===== src/rtl/hangman_word_engine.sv =====
// Hangman word-entry and guess-evaluation engine with a req/ack draw port to the renderer.
// Optional feature macro: HANGMAN_BACKSPACE_EN (0x08 in LOAD erases the last loaded letter).
module hangman_word_engine #(
    parameter int unsigned MAX_LEN    = 10,
    parameter int unsigned IDX_W      = 4,
    parameter int unsigned MAX_MISSES = 6,
    parameter logic [7:0]  ENTER_CODE = 8'h0D
) (
    input  logic               clock,
    input  logic               resetn,
    input  logic               start,
    input  logic               key_valid,
    input  logic [7:0]         key_code,
    output logic               key_ready,
    output logic               draw_req,
    output logic [1:0]         draw_kind,
    output logic [IDX_W-1:0]   draw_idx,
    output logic [7:0]         draw_char,
    input  logic               draw_ack,
    output logic [IDX_W-1:0]   word_len,
    output logic [MAX_LEN-1:0] reveal_mask,
    output logic [2:0]         miss_count,
    output logic               win,
    output logic               lose
);
    localparam int unsigned ALPHA = 26;
    localparam logic [1:0] KIND_BLANK   = 2'd0;
    localparam logic [1:0] KIND_REVEAL  = 2'd1;
    localparam logic [1:0] KIND_GALLOWS = 2'd2;
    localparam logic [1:0] KIND_CLEAR   = 2'd3;
`ifdef HANGMAN_BACKSPACE_EN
    localparam logic [7:0] BS_CODE = 8'h08;
`endif

    typedef enum logic [3:0] {
        S_IDLE, S_CLR, S_LOAD, S_LDRAW, S_GUESS,
        S_CHECK, S_RDRAW, S_MDRAW, S_WIN, S_LOSE
    } state_t;

    state_t             state_q, state_d;
    logic [7:0]         word_q [MAX_LEN];
    logic [7:0]         word_d [MAX_LEN];
    logic [IDX_W-1:0]   word_len_q, word_len_d;
    logic [MAX_LEN-1:0] reveal_q, reveal_d;
    logic [MAX_LEN-1:0] pending_q, pending_d;
    logic [ALPHA-1:0]   used_q, used_d;
    logic [2:0]         miss_q, miss_d;
    logic               win_q, win_d;
    logic               lose_q, lose_d;
    logic [7:0]         guess_q, guess_d;
    logic               erase_q, erase_d;
    logic               key_ready_q, key_ready_d;
    logic               draw_req_q, draw_req_d;
    logic [1:0]         draw_kind_q, draw_kind_d;
    logic [IDX_W-1:0]   draw_idx_q, draw_idx_d;
    logic [7:0]         draw_char_q, draw_char_d;

    logic               key_fire;
    logic               key_is_letter;
    logic [7:0]         key_upper;
    logic               len_full;
    logic [ALPHA-1:0]   guess_oh;
    logic               used_hit;
    logic [MAX_LEN-1:0] len_mask;
    logic [MAX_LEN-1:0] match_vec;
    logic [MAX_LEN-1:0] first_oh;
    logic [IDX_W-1:0]   first_idx;
    logic [7:0]         first_char;

    // Key decode, parallel compare and lowest-pending-slot pick
    always_comb begin
        key_fire      = key_valid && key_ready_q;
        key_upper     = key_code & 8'hDF;
        key_is_letter = ((key_code >= 8'h41) && (key_code <= 8'h5A)) ||
                        ((key_code >= 8'h61) && (key_code <= 8'h7A));
        len_full      = (word_len_q == IDX_W'(MAX_LEN));
        guess_oh      = ALPHA'(1) << 5'(guess_q - 8'h41);
        used_hit      = |(used_q & guess_oh);
        len_mask      = '0;
        match_vec     = '0;
        for (int i = 0; i < int'(MAX_LEN); i++) begin
            len_mask[i]  = (IDX_W'(i) < word_len_q);
            match_vec[i] = len_mask[i] && (word_q[i] == guess_q);
        end
        first_idx  = '0;
        first_char = '0;
        first_oh   = '0;
        for (int i = int'(MAX_LEN) - 1; i >= 0; i--) begin
            if (pending_q[i]) begin
                first_idx   = IDX_W'(i);
                first_char  = word_q[i];
                first_oh    = '0;
                first_oh[i] = 1'b1;
            end
        end
    end

    // Next-state and next-output logic
    always_comb begin
        state_d     = state_q;
        for (int i = 0; i < int'(MAX_LEN); i++) begin
            word_d[i] = word_q[i];
        end
        word_len_d  = word_len_q;
        reveal_d    = reveal_q;
        pending_d   = pending_q;
        used_d      = used_q;
        miss_d      = miss_q;
        win_d       = win_q;
        lose_d      = lose_q;
        guess_d     = guess_q;
        erase_d     = erase_q;
        draw_req_d  = draw_req_q;
        draw_kind_d = draw_kind_q;
        draw_idx_d  = draw_idx_q;
        draw_char_d = draw_char_q;

        unique case (state_q)
            S_IDLE, S_WIN, S_LOSE: begin
                if (start) begin
                    word_len_d = '0;
                    reveal_d   = '0;
                    pending_d  = '0;
                    used_d     = '0;
                    miss_d     = '0;
                    win_d      = 1'b0;
                    lose_d     = 1'b0;
                    state_d    = S_CLR;
                end
            end
            S_CLR: begin
                if (!draw_req_q) begin
                    draw_req_d  = 1'b1;
                    draw_kind_d = KIND_CLEAR;
                    draw_idx_d  = '0;
                    draw_char_d = '0;
                end else if (draw_ack) begin
                    draw_req_d = 1'b0;
                    state_d    = S_LOAD;
                end
            end
            S_LOAD: begin
                if (key_fire) begin
                    if (key_is_letter) begin
                        if (!len_full) begin
                            for (int i = 0; i < int'(MAX_LEN); i++) begin
                                if (IDX_W'(i) == word_len_q) word_d[i] = key_upper;
                            end
                            erase_d = 1'b0;
                            state_d = S_LDRAW;
                        end
                    end else if (key_code == ENTER_CODE) begin
                        if (word_len_q != '0) state_d = S_GUESS;
                    end
`ifdef HANGMAN_BACKSPACE_EN
                    else if ((key_code == BS_CODE) && (word_len_q != '0)) begin
                        word_len_d = word_len_q - IDX_W'(1);
                        erase_d    = 1'b1;
                        state_d    = S_LDRAW;
                    end
`endif
                end
            end
            S_LDRAW: begin
                // word_len already points at the slot for both a new letter and an erase
                if (!draw_req_q) begin
                    draw_req_d  = 1'b1;
                    draw_kind_d = erase_q ? KIND_CLEAR : KIND_BLANK;
                    draw_idx_d  = word_len_q;
                    draw_char_d = '0;
                end else if (draw_ack) begin
                    draw_req_d = 1'b0;
                    if (!erase_q) word_len_d = word_len_q + IDX_W'(1);
                    state_d = S_LOAD;
                end
            end
            S_GUESS: begin
                if (key_fire && key_is_letter) begin
                    guess_d = key_upper;
                    state_d = S_CHECK;
                end
            end
            S_CHECK: begin
                if (used_hit) begin
                    state_d = S_GUESS;
                end else begin
                    used_d = used_q | guess_oh;
                    if (|match_vec) begin
                        pending_d = pending_q | match_vec;
                        state_d   = S_RDRAW;
                    end else begin
                        miss_d  = miss_q + 3'd1;
                        state_d = S_MDRAW;
                    end
                end
            end
            S_RDRAW: begin
                if (!draw_req_q) begin
                    draw_req_d  = 1'b1;
                    draw_kind_d = KIND_REVEAL;
                    draw_idx_d  = first_idx;
                    draw_char_d = first_char;
                end else if (draw_ack) begin
                    draw_req_d = 1'b0;
                    reveal_d   = reveal_q | first_oh;
                    pending_d  = pending_q & ~first_oh;
                    if (pending_d == '0) begin
                        if ((reveal_d & len_mask) == len_mask) begin
                            win_d   = 1'b1;
                            state_d = S_WIN;
                        end else begin
                            state_d = S_GUESS;
                        end
                    end
                end
            end
            S_MDRAW: begin
                if (!draw_req_q) begin
                    draw_req_d  = 1'b1;
                    draw_kind_d = KIND_GALLOWS;
                    draw_idx_d  = IDX_W'(miss_q);
                    draw_char_d = '0;
                end else if (draw_ack) begin
                    draw_req_d = 1'b0;
                    if (miss_q == 3'(MAX_MISSES)) begin
                        lose_d  = 1'b1;
                        state_d = S_LOSE;
                    end else begin
                        state_d = S_GUESS;
                    end
                end
            end
            default: state_d = S_IDLE;
        endcase

        key_ready_d = (state_d == S_LOAD) || (state_d == S_GUESS);
    end

    always_ff @(posedge clock or negedge resetn) begin
        if (!resetn) begin
            state_q     <= S_IDLE;
            for (int i = 0; i < int'(MAX_LEN); i++) begin
                word_q[i] <= '0;
            end
            word_len_q  <= '0;
            reveal_q    <= '0;
            pending_q   <= '0;
            used_q      <= '0;
            miss_q      <= '0;
            win_q       <= 1'b0;
            lose_q      <= 1'b0;
            guess_q     <= '0;
            erase_q     <= 1'b0;
            key_ready_q <= 1'b0;
            draw_req_q  <= 1'b0;
            draw_kind_q <= '0;
            draw_idx_q  <= '0;
            draw_char_q <= '0;
        end else begin
            state_q     <= state_d;
            for (int i = 0; i < int'(MAX_LEN); i++) begin
                word_q[i] <= word_d[i];
            end
            word_len_q  <= word_len_d;
            reveal_q    <= reveal_d;
            pending_q   <= pending_d;
            used_q      <= used_d;
            miss_q      <= miss_d;
            win_q       <= win_d;
            lose_q      <= lose_d;
            guess_q     <= guess_d;
            erase_q     <= erase_d;
            key_ready_q <= key_ready_d;
            draw_req_q  <= draw_req_d;
            draw_kind_q <= draw_kind_d;
            draw_idx_q  <= draw_idx_d;
            draw_char_q <= draw_char_d;
        end
    end

    assign key_ready   = key_ready_q;
    assign draw_req    = draw_req_q;
    assign draw_kind   = draw_kind_q;
    assign draw_idx    = draw_idx_q;
    assign draw_char   = draw_char_q;
    assign word_len    = word_len_q;
    assign reveal_mask = reveal_q;
    assign miss_count  = miss_q;
    assign win         = win_q;
    assign lose        = lose_q;

endmodule

===== config.mk =====
export PLATFORM = sky130hd
export DESIGN_NAME = hangman_word_engine
export DESIGN_NICKNAME = d
export VERILOG_FILES = /design/src/rtl/hangman_word_engine.sv
export SDC_FILE = /design/constraint.sdc
export NUM_CORES = 1
export LEC_CHECK = 0
export BUFFER_PORTS_ARGS = -buffer_cell sky130_fd_sc_hd__buf_2
export CORE_ASPECT_RATIO = 1.4
export CORE_UTILIZATION = 40
export CTS_BUF_LIST = sky130_fd_sc_hd__clkbuf_8
export DETAILED_ROUTE_END_ITERATION = 10
export MAX_ROUTING_LAYER = met4
export PLACE_DENSITY_LB_ADDON = 0.3
export RECOVER_POWER = 100
export SYNTH_ARGS = -nofsm -noshare
export SYNTH_HDL_FRONTEND = slang
export SYNTH_SLANG_ARGS = --single-unit

===== constraint.sdc =====
create_clock -name clock -period 2.53 [get_ports clock]
set_input_delay 0.1265 -clock clock [delete_from_list [all_inputs] [get_ports clock]]
set_output_delay 0.1265 -clock clock [all_outputs]
set_load 0.02 [all_outputs]

# Yosys cells after proc, flatten, opt, wreduce, memory -nomap -nowiden
# Index checks and enable logic that the tools add are counted.
dict set report op_classes {
  n_addsub 3
  order_cmp 14
  n_eq_ne 52
  n_shift 1
  muxes 94
  bitwise 8
  n_reduce_logical 53
}
# cell n
set op_table {}
lappend op_table {{$mux 10} 17}
lappend op_table {{$mux 4} 33}
lappend op_table {{$mux 8} 12}
lappend op_table {{$eq 7x7->1} 10}
lappend op_table {{$reduce_and 5->1} 12}
lappend op_table {{$mux 26} 2}
lappend op_table {{$pmux 26 s2} 1}
lappend op_table {{$ne 2x2->1 const B} 18}
lappend op_table {{$pmux 10 s3} 1}
lappend op_table {{$pmux 4 s7} 1}
lappend op_table {{$and 26x26->26} 1}
lappend op_table {{$or 26x26->26} 1}
lappend op_table {{$reduce_or 26->1} 1}
lappend op_table {{$shl 1x5->26 const A} 1}
lappend op_table {{$and 10x10->10} 2}
lappend op_table {{$eq 4x3->1 const B} 5}
lappend op_table {{$or 10x10->10} 2}
lappend op_table {{$pmux 10 s2} 1}
lappend op_table {{$eq 3x4->1 const A} 4}
lappend op_table {{$ge 8x7->1 const B} 2}
lappend op_table {{$le 8x7->1 const B} 2}
lappend op_table {{$lt 3x4->1 const A} 4}
lappend op_table {{$pmux 4 s4} 1}
lappend op_table {{$pmux 8 s2} 1}
lappend op_table {{39 further kinds} 90}
dict set report totals {
  reg_bits 152
  elab_cells 249
}

# Depth between registers and ports, before layout
dict set report depth {
  word_depth 20
  depth_mapped 11
}

# Worst setup path after synthesis
# Ideal clock, no wire load.
dict set report synth_timing {
  path_type {register -> register}
  start {reg word_len_q[1] (netlist: word_len[1])}
  end {reg key_ready_q (netlist: key_ready)}
  setup_time_ns 0.067
  arrival_time_ns 2.380
  path_slack_ns 0.083
  path_stages_with_launch 11
  path_buffers 1
  synth_period_minus_slack_ns 2.447
  cell_sequence {dfrtp_1 -> clkbuf_1 -> inv_1 -> ha_1 -> nand2b_1 -> a2111oi_0 -> nor4_1 -> and3_1 -> o2111a_1 -> o31ai_1 -> o2111a_1}
}
dict set report synth_between {
  elab_chain_len 10
  elab_cells_between_ends 40
  cone_classes {10 x order compare; 4 x eq/ne; 12 x mux; 1 x bitwise; 13 x reduce/logical}
}
# item line
set synth_rtl {}
lappend synth_rtl {{start, declared} 43} ;# logic [IDX_W-1:0] word_len_q, word_len_d;
lappend synth_rtl {{start signal, assigned} 264} ;# word_len_q <= word_len_d;
lappend synth_rtl {{$lt 1x4->1, or another cell as far along} 82} ;# len_mask[i] = (IDX_W'(i) < word_len_q);
lappend synth_rtl {{$and 10x10->10} 208} ;# if ((reveal_d & len_mask) == len_mask) begin
lappend synth_rtl {{$eq 10x10->1} 208}
lappend synth_rtl {{$mux 4} 208}
lappend synth_rtl {{$mux 4} 207} ;# if (pending_d == '0) begin
lappend synth_rtl {{$mux 4} 203} ;# end else if (draw_ack) begin
lappend synth_rtl {{$mux 4} 198} ;# if (!draw_req_q) begin
lappend synth_rtl {{$pmux 4 s7 *} 118} ;# unique case (state_q)
lappend synth_rtl {{$eq 4x2->1 / $eq 4x3->1 (equally long branches)} 236} ;# key_ready_d = (state_d == S_LOAD) || (state_d == S_GUESS);
lappend synth_rtl {{$logic_or 1x1->1 *} 236}
lappend synth_rtl {{via key_ready_d} 52} ;# logic key_ready_q, key_ready_d;
lappend synth_rtl {{end signal, assigned} 273} ;# key_ready_q <= key_ready_d;
lappend synth_rtl {{end, declared} 52}
# Mark *: on every way through the listed nets, which the timed path passes. The rest lies on a longest branch.
# A chain may end at the register's enable or synchronous reset.

# Worst setup path in the final report
dict set report layout_timing {
  start {reg guess_q[3]}
  end {reg pending_q[7]}
}
dict set report layout_between {
  elab_chain_len 6
  elab_cells_between_ends 32
  cone_classes {1 x add/sub; 12 x eq/ne; 1 x shift; 3 x mux; 2 x bitwise; 13 x reduce/logical}
}
# item line
set layout_rtl {}
lappend layout_rtl {{start, declared} 50} ;# logic [7:0] guess_q, guess_d;
lappend layout_rtl {{start signal, assigned} 271} ;# guess_q <= guess_d;
lappend layout_rtl {{$sub 5x1->5 / $eq 7x7->1 (equally long branches)} {77, 83}}
lappend layout_rtl {{$shl 1x5->26 / $logic_and 1x1->1 (equally long branches)} {77, 83}}
lappend layout_rtl {{$and 26x26->26 / $or 10x10->10 (equally long branches)} {78, 189}}
lappend layout_rtl {{$reduce_or 26->1 / $mux 10 (equally long branches)} {78, 188}}
lappend layout_rtl {{$ne 2x2->1 (no source line) / $mux 10 (equally long branches)} --}
lappend layout_rtl {{$reduce_and 6->1 (no source line) / $pmux 10 s3 (equally long branches)} --}
lappend layout_rtl {{end signal, assigned} 266} ;# pending_q <= pending_d;
lappend layout_rtl {{end, declared} 45} ;# logic [MAX_LEN-1:0] pending_q, pending_d;
# Parallel ways exist; a longest one is shown, timed or not. The select of a mux whose other input is x is not followed.

==> results.yml <==
run_status:
  status: "finished, violations left"
  violations: "max-capacitance violations, max-slew violations"
synth:
  synthCells: 826
  synth_edf_count: 0
  synthArstFlopShare_pct: 100
  synthesis.area_sq_um: 8310
  seq_area_frac_synth_pct: 45.5
  ys_warn_count: 0
  synth.ff_latch_count: 151
  synth.net_count: 844
  ys_types: 72
  syn_area_per_cell_sq_um: 10.1
  synth_ff_type: "dfrtp_1"
detailed_routing:
  routed_via_density: 5.78
  ant_nets: 0
  firstDrtPassIters: 5
  drc: 0
  vias: 6953
  drt_iter0_markers: 574
  wl_met2_um: 12500
  wl_per_cell_um: 20.2
  met3_length_um: 836
  routed.top_layer: "met4"
  routed_wl_um: 24300
  met1_length_um: 9770
timing:
  drv_slew: 62
  relSlewSlack_pct: -4.17
  fin_skew_ns: 0.0228
  finalHoldWorstSlack_ns: 0.0904
  setup_viol: 0
  finalCriticalPeriod_ns: 2.46
  finalHoldViolations: 0
  worstMarginPinSlew_ns: 1.56
  fmax_ghz: 0.407
  post-route-period-util_pct: 97.1
  rsz0062_at_grt: "true"
die:
  dieArea_sq_um: 21400
  core_area_sq_um: 20400
  fp.dieW_um: 124
  io_pins: 48
  die-height_um: 173
  rows: 62
  initial_core_util_pct: 40.7
clock_network:
  cts_setup_buffers: 0
  clk_path_buf_depth: 2
  tritoncts.num_buffers: 17
  clkLatencyLatePin_ns: 0.48
  clkTransAtPathRegs_ns: 0.10
  cts_root_buf: "clkbuf_8"
  h-tree-depth: 4
  cts_sinks: 151
  cts_tree: "built"
worst_setup_path:
  max_stage_delay_ns: 0.51
  worstSetupPathDepth: 9
  crit_slowest_cell: "nor4_1"
  crit_start: "guess_q[3]$_DFFE_PN0P_"
  r2r_slack_ns: 0.07
  crit_arrival_ns: 2.87
  worstReg2RegStart: "guess_q[3]$_DFFE_PN0P_"
  required_ns: 2.94
  cpMostUsedCell: "buf_4"
  path_buf_inv: 2
  path_delay_family: "simple AND/OR/NAND/NOR gates"
  crit_chain: "buf_4 > buf_4 > xnor2_1 > nand4_1 > nor4_1 > nor4_2 > nand3_1 > and2_2 > a22o_1"
  cp-end-kind: "flop"
  path_class: "flop to flop"
  rr_worst_depth: 9
  crit_path_max_fanout: 7
  startpoint_type: "flop"
placement:
  place_congestion: 0.977
  placed_cells: 1169
  dpl.hpwl_um: 18200
  io_buffers: 46
grt:
  grt_antenna_before_repair: 0
  grt.overflow.total: 0
  grt_max_degree: 63
  grt_pass1_wl_um: 39300
  track_usage_pct: 25.0
  grt_pass1_vias: 7117
finish:
  syn2layout_area_growth_pct: 17.8
  nNetsFinal: 951
  diodes: 0
  instances_no_fill: 1202
  fillers: 1896
  drive_gt1_share_pct: 23.4
  final_common_cell: "dfrtp_1"
  layout_common_cells: "dfrtp_1, buf_4, nor2_1"
power:
  p_leak_nw: 4.51
  ir_drop_mv: 0.329
  powerDensity_nw_per_um2: 816
flow_run:
  drv_cap: 1
hold_path:
  hold_depth: 4
  hold_path_class: "input port to flop"
  hp-start: "key_code[7]"
worst register-to-register path, cell delays in order (launching register included):
cell and delay, ns:
dfrtp_1 0.47, buf_4 0.19, buf_4 0.16, xnor2_1 0.17
nand4_1 0.15, nor4_1 0.51, nor4_2 0.09, nand3_1 0.22
and2_2 0.27, a22o_1 0.16
cells by family (layout without fill, tap and decap cells):
kind of cell	Yosys count	after routing	share of synthesized area, %
AND/OR/NAND/NOR	261	261	16.0
AO/OA/AOI/OAI	187	187	16.0
flip-flops	151	151	45.5
buffers and inverters	77	197	4.28
XOR/XNOR	75	75	7.91
multiplexers	68	68	9.41
adder cells (fa/ha/maj)	6	6	0.874
other	1	1	0.0451
state kept, by name, summed over array words and instances, names as in the netlist:
name,count
miss_count,3
state_q,4
used_q,26
guess_q,7
draw_char,7
draw_req,1
draw_kind,2
lose,1
draw_idx,4
win,1
word_len,4
reveal_mask,10
word_q,70
key_ready,1
pending_q,10
power breakdown:
part           switching, mW  internal (mW)
registers              0.276           2.67
clock network           1.08          0.919
logic                   1.74           1.30
total                   3.09           4.89
cell type report:
type | instances | area (sq um) | area share, %
Inverter | 18 | 67.6 | 0.691
Clock inverter | 15 | 179 | 1.83
Sequential cell | 151 | 3780 | 38.7
Tap cell | 256 | 320 | 3.27
Clock buffer | 17 | 234 | 2.39
Timing Repair Buffer | 147 | 986 | 10.1
Multi-Input combinational cell | 598 | 4220 | 43.1
synth_stat cells, types with 14 or more instances:
master    instances  share of area [%]
xnor2_1          48                5.1
a31oi_1          33                2.5
dfrtp_1         151                 45
inv_1            18               0.81
o21ai_0          30                1.8
nand2b_1         19                1.4
clkbuf_1         39                1.8
a21oi_1          20                1.2
a221oi_1         14                1.5
nor2_1           75                3.4
nand2_1          57                2.6
and2_1           14                1.1
xor2_1           27                2.8
nor4_1           17                1.3
mux2_2           58                7.9
metrics by stage:
step	TNS (ns)	power (mW)	area (sq um)	setup slack, ns	utilization, %
CTS	0	7.99	9820	0.0154	48.2
global placement	0	5.98	9400	0.0474	46.1
global route	-0.0183	8.40	9780	-0.0183	48.0
finish	0	7.98	9780	0.0744	48.0
detailed placement	0	6.00	9400	0.0400	46.1
floorplan	0	4.79	8310	0.0830	-
worst paths after layout:
kind	to
setup / recovery	pending_q[7]$_DFFE_PN0P_
hold / removal	state_q[1]$_DFF_PN0_
setup reg to reg	pending_q[7]$_DFFE_PN0P_
hold reg to reg	draw_idx[2]$_DFFE_PN0P_
max in group asynchronous	word_len[2]$_DFFE_PN0P_
min in group asynchronous	pending_q[5]$_DFFE_PN0P_
metal layers:
metal  up-vias  GRT usage [%]
met5         -              -
li1       3193              -
met2       206           41.5
met1      3484           28.3
met4         0           13.8
met3        70           3.55
what timing repair did:
action                                  in CTS  in global routing
hold buffers                                 1                  0
resized for setup                            0                 14
hold endpoints to repair                    59                  0
endpoints found under the setup margin       0                 31
No activity file was read; power rests on OpenSTA's default activity.
